$ cat src/rtl/lcd_pclk_gen.sv
// lcd_pclk_gen
// Run-time programmable LCD pixel-clock divider. Produces a registered,
// glitch-free lcd_pclk with period N clk cycles (high ceil(N/2), low
// floor(N/2)). It also produces rise/fall strobes in the clk domain and
// applies ratio changes only at period boundaries.
module lcd_pclk_gen #(
   parameter int DIV_W       = 8,
   parameter int DEFAULT_DIV = 2
) (
   input  logic             clk,
   input  logic             rst_n,
   input  logic             en,
   input  logic [DIV_W-1:0] div_in,
   input  logic             div_load,
   output logic             lcd_pclk,
   output logic             pclk_rise,
   output logic             pclk_fall,
   output logic             div_ack,
   output logic             div_pending,
   output logic [DIV_W-1:0] div_cur
);

   // Phase state encoding
   localparam logic [1:0] ST_IDLE = 2'd0;
   localparam logic [1:0] ST_HIGH = 2'd1;
   localparam logic [1:0] ST_LOW  = 2'd2;

   localparam logic [DIV_W-1:0] MIN_DIV = DIV_W'(2);
   localparam logic [DIV_W-1:0] DEF_DIV = DIV_W'(DEFAULT_DIV);
   localparam logic [DIV_W-2:0] CNT_ONE = (DIV_W-1)'(1);

   logic [1:0]       state_reg, state_next;
   logic [DIV_W-2:0] cnt_reg, cnt_next;
   logic [DIV_W-1:0] div_cur_reg;
   logic [DIV_W-1:0] pend_val_reg;
   logic             pend_reg;
   logic             pclk_reg, rise_reg, fall_reg, ack_reg;

   // Phase limits derived from the active ratio N.
   // floor(N/2) is N without its LSB; ceil(N/2) adds one more for odd N.
   // N >= 2 always holds, so floor(N/2) - 1 never underflows.
   logic [DIV_W-2:0] half_n;
   logic [DIV_W-2:0] low_last;
   logic [DIV_W-2:0] high_last;
   logic [DIV_W-2:0] odd_n;

   assign half_n    = div_cur_reg[DIV_W-1:1];
   assign odd_n     = {{(DIV_W-2){1'b0}}, div_cur_reg[0]};
   assign low_last  = half_n - CNT_ONE;
   assign high_last = low_last + odd_n;

   // Period boundary: last LOW cycle with the clock kept running, or a
   // restart from IDLE. Only here may the ratio change.
   logic boundary;
   logic apply_pending;
   logic [DIV_W-1:0] div_clamped;

   assign boundary      = en & ((state_reg == ST_IDLE) ||
                                ((state_reg == ST_LOW) && (cnt_reg == low_last)));
   assign apply_pending = boundary & pend_reg;

   // Ratios 0 and 1 cannot produce a low phase, so they are raised to 2.
   assign div_clamped   = (div_in < MIN_DIV) ? MIN_DIV : div_in;

   // Next phase state and counter
   always_comb begin
      state_next = state_reg;
      cnt_next   = cnt_reg;
      case (state_reg)
         ST_IDLE: begin
            cnt_next = '0;
            if (en) begin
               state_next = ST_HIGH;
            end
         end
         ST_HIGH: begin
            if (cnt_reg == high_last) begin
               state_next = ST_LOW;
               cnt_next   = '0;
            end else begin
               cnt_next = cnt_reg + CNT_ONE;
            end
         end
         ST_LOW: begin
            if (cnt_reg == low_last) begin
               state_next = en ? ST_HIGH : ST_IDLE;
               cnt_next   = '0;
            end else begin
               cnt_next = cnt_reg + CNT_ONE;
            end
         end
         default: begin
            state_next = ST_IDLE;
            cnt_next   = '0;
         end
      endcase
   end

   // Phase state register
   always_ff @(posedge clk or negedge rst_n) begin
      if (!rst_n) begin
         state_reg <= ST_IDLE;
         cnt_reg   <= '0;
      end else begin
         state_reg <= state_next;
         cnt_reg   <= cnt_next;
      end
   end

   // Pending ratio capture; a new load wins over the clear at a boundary
   always_ff @(posedge clk or negedge rst_n) begin
      if (!rst_n) begin
         pend_reg     <= 1'b0;
         pend_val_reg <= DEF_DIV;
      end else if (div_load) begin
         pend_reg     <= 1'b1;
         pend_val_reg <= div_clamped;
      end else if (apply_pending) begin
         pend_reg     <= 1'b0;
      end
   end

   // Active ratio: switched only on the boundary edge so the new period
   // uses it from its first HIGH cycle and no period is ever split.
   always_ff @(posedge clk or negedge rst_n) begin
      if (!rst_n) begin
         div_cur_reg <= DEF_DIV;
      end else if (apply_pending) begin
         div_cur_reg <= pend_val_reg;
      end
   end

   // Registered clock output and strobes, all derived from the next state
   // so they line up with the cycle in which lcd_pclk changes.
   always_ff @(posedge clk or negedge rst_n) begin
      if (!rst_n) begin
         pclk_reg <= 1'b0;
         rise_reg <= 1'b0;
         fall_reg <= 1'b0;
         ack_reg  <= 1'b0;
      end else begin
         pclk_reg <= (state_next == ST_HIGH);
         rise_reg <= (state_next == ST_HIGH) && (state_reg != ST_HIGH);
         fall_reg <= (state_next == ST_LOW)  && (state_reg == ST_HIGH);
         ack_reg  <= apply_pending;
      end
   end

   assign lcd_pclk    = pclk_reg;
   assign pclk_rise   = rise_reg;
   assign pclk_fall   = fall_reg;
   assign div_ack     = ack_reg;
   assign div_pending = pend_reg;
   assign div_cur     = div_cur_reg;

endmodule

$ cat config.mk
export PLATFORM = sky130hd
export DESIGN_NAME = lcd_pclk_gen
export DESIGN_NICKNAME = d
export VERILOG_FILES = /design/src/rtl/lcd_pclk_gen.sv
export SDC_FILE = /design/constraint.sdc
export NUM_CORES = 1
export LEC_CHECK = 0
export BUFFER_PORTS_ARGS = -buffer_cell sky130_fd_sc_hd__buf_2
export CORE_AREA = 2 2 84 86
export DETAILED_ROUTE_END_ITERATION = 16
export DIE_AREA = 0 0 86 88
export SYNTH_ARGS = -nofsm -noshare
export SYNTH_HDL_FRONTEND = slang
export SYNTH_SLANG_ARGS = --single-unit
$ cat constraint.sdc
create_clock -name clk -period 8.9 [get_ports clk]
set_clock_uncertainty 0.05 [all_clocks]
set_input_delay 0.89 -clock clk [delete_from_list [all_inputs] [get_ports clk]]
set_output_delay 0.89 -clock clk [all_outputs]
set_load 0.1 [all_outputs]
# Word-level counts from Yosys, hierarchy flattened
# Cells that the tools add are included.
[classes] reduce_logical=6 n_bitwise=2 n_eq_ne=7 order_cmp=1 muxes=11 addsub=3
[ops] operator="== test 7 bit" count=2
[ops] operator="2-to-1 mux 7 bit" count=2
[ops] operator="one-hot mux 7 bit (2 select lines)" count=1
[ops] operator="less-than comparator 8 x 2 -> 1 bit, second input constant" count=1
[ops] operator="2-to-1 mux 8 bit" count=1
[ops] operator="adder 7 x 1 -> 7 bit" count=1
[ops] operator="adder 7 x 1 -> 7 bit, second input constant" count=1
[ops] operator="subtractor 7 x 1 -> 7 bit, second input constant" count=1
[ops] operator="2-to-1 mux 2 bit" count=3
[ops] operator="one-hot mux 2 bit (3 select lines)" count=1
[ops] operator="== test 2 x 1 -> 1 bit, second input constant" count=2
[ops] operator="== test 2 bit, second input constant" count=2
[ops] operator="logical AND 1 bit" count=3
[ops] operator="2-to-1 mux 1 bit" count=3
[ops] operator="bitwise AND 1 bit" count=2
[ops] operator="logical NOT 2 bit" count=1
[ops] operator="!= test 2 x 1 -> 1 bit, second input constant" count=1
[ops] operator="nonzero test 2 bit" count=1
[ops] operator="logical OR 1 bit" count=1
[word_totals] regBits=30 output_inout_bits=13 input_bits=12 wordCells=39

# Longest topological paths before layout
[logic_depth] ltp_word=8 ltp_mapped=12 mapped_depth_nobuf=11

# Worst setup path after synthesis
# Ideal clock, no wire load.
[synth_timing] kind="register to register" from="register div_cur_reg[2] (netlist: div_cur[2])" to="register fall_reg (netlist: pclk_fall)" stages_incl_launch_ff=12 required_ns=8.739 setup_slack_ns=5.418 setup_ns=0.111 t_arrival_ns=3.320 cell_sequence="dfrtp_1 inv_1 ha_1 inv_1 ha_1 inv_1 a211oi_2 or4b_1 nand3_1 nor4b_4 or3b_1 a2111oi_2"
[synth_between] elab_chain_len=7
[synth_lines] item="start: declaration" line="34" rtl="logic [DIV_W-1:0] div_cur_reg;"
[synth_lines] item="start signal: assignment" line="129" rtl="div_cur_reg <= pend_val_reg;"
[synth_lines] item="subtractor 7 x 1 -> 7 bit *" line="49" rtl="assign low_last = half_n - CNT_ONE;"
[synth_lines] item="adder 7 x 1 -> 7 bit" line="50" rtl="assign high_last = low_last + odd_n;"
[synth_lines] item="== test 7 bit" line="77" rtl="if (cnt_reg == high_last) begin"
[synth_lines] item="2-to-1 mux 2 bit" line="77"
[synth_lines] item="one-hot mux 2 bit (3 select lines) *" line="69" rtl="case (state_reg)"
[synth_lines] item="== test 2 bit *" line="144" rtl="fall_reg <= (state_next == ST_LOW) && (state_reg == ST_HIGH);"
[synth_lines] item="logical AND 1 bit *" line="144"
[synth_lines] item="end signal: assignment" line="144"
[synth_lines] item="end: declaration" line="37" rtl="logic pclk_reg, rise_reg, fall_reg, ack_reg;"
# Mark *: on every way between the ends. The rest lies on a longest branch, timed or not.
# A chain may end at the register's enable or synchronous reset.

# Worst setup path in the final report
[layout_timing] from="register div_cur_reg[1] (netlist: div_cur[1])" to="register fall_reg (netlist: pclk_fall)"
# The elaborated chain is that of the path after synthesis.

==> reports/results.ini <==
[layout]
final_cell_mix=dfrtp_1, buf_2, mux2_2
nets=226
drive_above_1_share=0.280
final_common_cell=dfrtp_1
syn_to_final_growth_pct=13.7
diodes=0

[global_route]
grt-ovfl-total=0
grtUsageTotal=0.110
grt_pass1_wl_mm=6.51
grt_pass1_vias=1333
antenna_found_initial=0
grt_max_degree=31

[timing]
setup_violations=0
slew-limit-headroom=0.557
setup_tns_ns=0
clock.fmax_mhz=309
fin_crit_ns=3.24
period_share=0.364
hold_viol=0
slew_violations=0
rsz0062_at_grt=false
worst_pin_slew_ns=0.664

[detailed_routing]
routedWlPerCell_um=13.1
drtIter0Drc=77
dr.pass1.iters=4
vias=1410
viasPerCell=4.91
drcViolationCount=0
finalWirelength_mm=3.76
ant_nets=0

[clock_network]
clk_latency_ns=0.28
ctsHoldBuffers=0
clk_pin_slew_ns=0.06
cts_root_buffer=clkbuf_8
clock-sinks=30
postCtsSetupBuffers=0
ctsResizeCount=0
clk_path_buf_depth=2
cts_tree=done
htree_num_levels=2
numCtsBuffers=5

[setup_path]
cp_slowest_cell=dfstp_2
max_stage_delay_ns=0.62
critPathTopFamily=simple AND/OR/NAND/NOR gates
r2r_slack_ns=5.66
r2r-start=div_cur[1]
setup.worst_path.start_class=flop
crit_path_end_kind=flop
critPathMaxFanout=10
crit_arrival_ns=3.35
path_cells=inv_1 -> ha_1 -> inv_1 -> ha_1 -> inv_1 -> a211oi_2 -> or4b_1 -> nand3_1 -> nor4b_4 -> or3b_1 -> a2111oi_2
reg2reg_to=pclk_fall
cp.required_ns=9.01
worstSetupPathType=reg -> reg
rr_worst_depth=11
crit_top_cell=inv_1
path_buf_inv=3

[logic_synthesis]
synth-seq-cells=30
synth_area_um2=1930
synth-seq-area-share=0.390
syn-num-nets=202
synth.avg_cell_area_um2=10.6
synth-async-reset-ratio=1.00
yosysWarnings=0
synthCells=182
ys_types=54
synth_edf_count=0
yosys_most_used_dff=dfrtp_1

[placement]
place_hpwl_mm=2.94
finalWeightedCongestion=0.854
portBuffers=24

[floorplanning]
design.core.area_um2=6640
start_util=0.291
fp.dieArea_um2=7570
rows=30
die_x_um=86
fp.dieH_um=88
pin_count=25

[min_path]
min_to=pend_val_reg[4]
min_path_type=reg -> reg
hp-start=pend_val_reg[4]
min_path_cells=1

[status]
status=completed

[flow_run]
maxCapViolCount=0

cell usage after synthesis (3+ instances only):
| cell | n | area share |
|---|---|---|
| xor2_1 | 6 | 0.027 |
| a21oi_1 | 6 | 0.016 |
| xnor2_1 | 10 | 0.045 |
| nand2_1 | 7 | 0.014 |
| o21a_1 | 3 | 0.012 |
| o211ai_1 | 4 | 0.016 |
| dfrtp_1 | 28 | 0.36 |
| nor2b_1 | 5 | 0.016 |
| xnor3_1 | 3 | 0.035 |
| clkbuf_1 | 4 | 0.0078 |
| inv_1 | 12 | 0.023 |
| o21ai_0 | 6 | 0.016 |
| nand3_1 | 3 | 0.0078 |
| nor3_2 | 3 | 0.016 |
| mux2_2 | 14 | 0.082 |
| and3_1 | 3 | 0.0097 |
| nand2b_1 | 3 | 0.0097 |
| ha_1 | 8 | 0.052 |
| nor2_1 | 13 | 0.025 |
metrics by stage:
stage / util / area, µm² / setup slack (ns) / hold WS, ns / std cells
floorplan: - / 1930 / 5.42 / 0.425 / 182
global placement: 0.319 / 2120 / 5.73 / 0.440 / 279
detailed placement: 0.319 / 2120 / 5.66 / 0.444 / 279
CTS: 0.331 / 2200 / 5.65 / 0.457 / 287
global route: 0.331 / 2200 / 5.46 / 0.470 / 287
finish: 0.331 / 2200 / 5.66 / 0.455 / 287
cells by family (layout without fill, tap and decap cells):
group	count (synthesis)	count (layout)	synth area share
mux	14	14	0.0816
buf+inv	19	44	0.0421
flops	30	30	0.390
simple gates	54	54	0.178
compound gates	37	37	0.141
xor+xnor	20	20	0.116
fa+ha+maj	8	8	0.0518
how the worst max path moves through the flow:
stage / startpoint / end / slack, ns / cells past startpoint
after floorplan: div_cur[2] / pclk_fall / 5.42 / 11
final: div_cur[1] / pclk_fall / 5.66 / 11
after CTS: div_cur[1] / pclk_fall / 5.65 / 11
after global placement: div_cur[1] / pclk_fall / 5.73 / 11
after detailed placement: div_cur[1] / pclk_fall / 5.66 / 11
after global routing: div_cur[1] / cnt_reg[2] / 5.46 / 10
cell type report:
class                           instances  area, µm²
Clock buffer                            8       80.1
Fill cell                             660       4450
Inverter                               12       45.0
Multi-Input combinational cell        133       1100
Sequential cell                        30        753
Tap cell                               80        100
Timing Repair Buffer                   24        120
per-layer routing:
metal	vias up	global-route usage	wire length, µm
met3	2	0.0226	96
met5	-	0	0
met1	687	0.150	1800
met2	25	0.170	1840
met4	0	0.0476	27
li1	696	-	-
Power is left out: the tool's default activity adds up to more than one toggle a clock period on the data nets, which glitch-free logic cannot reach.
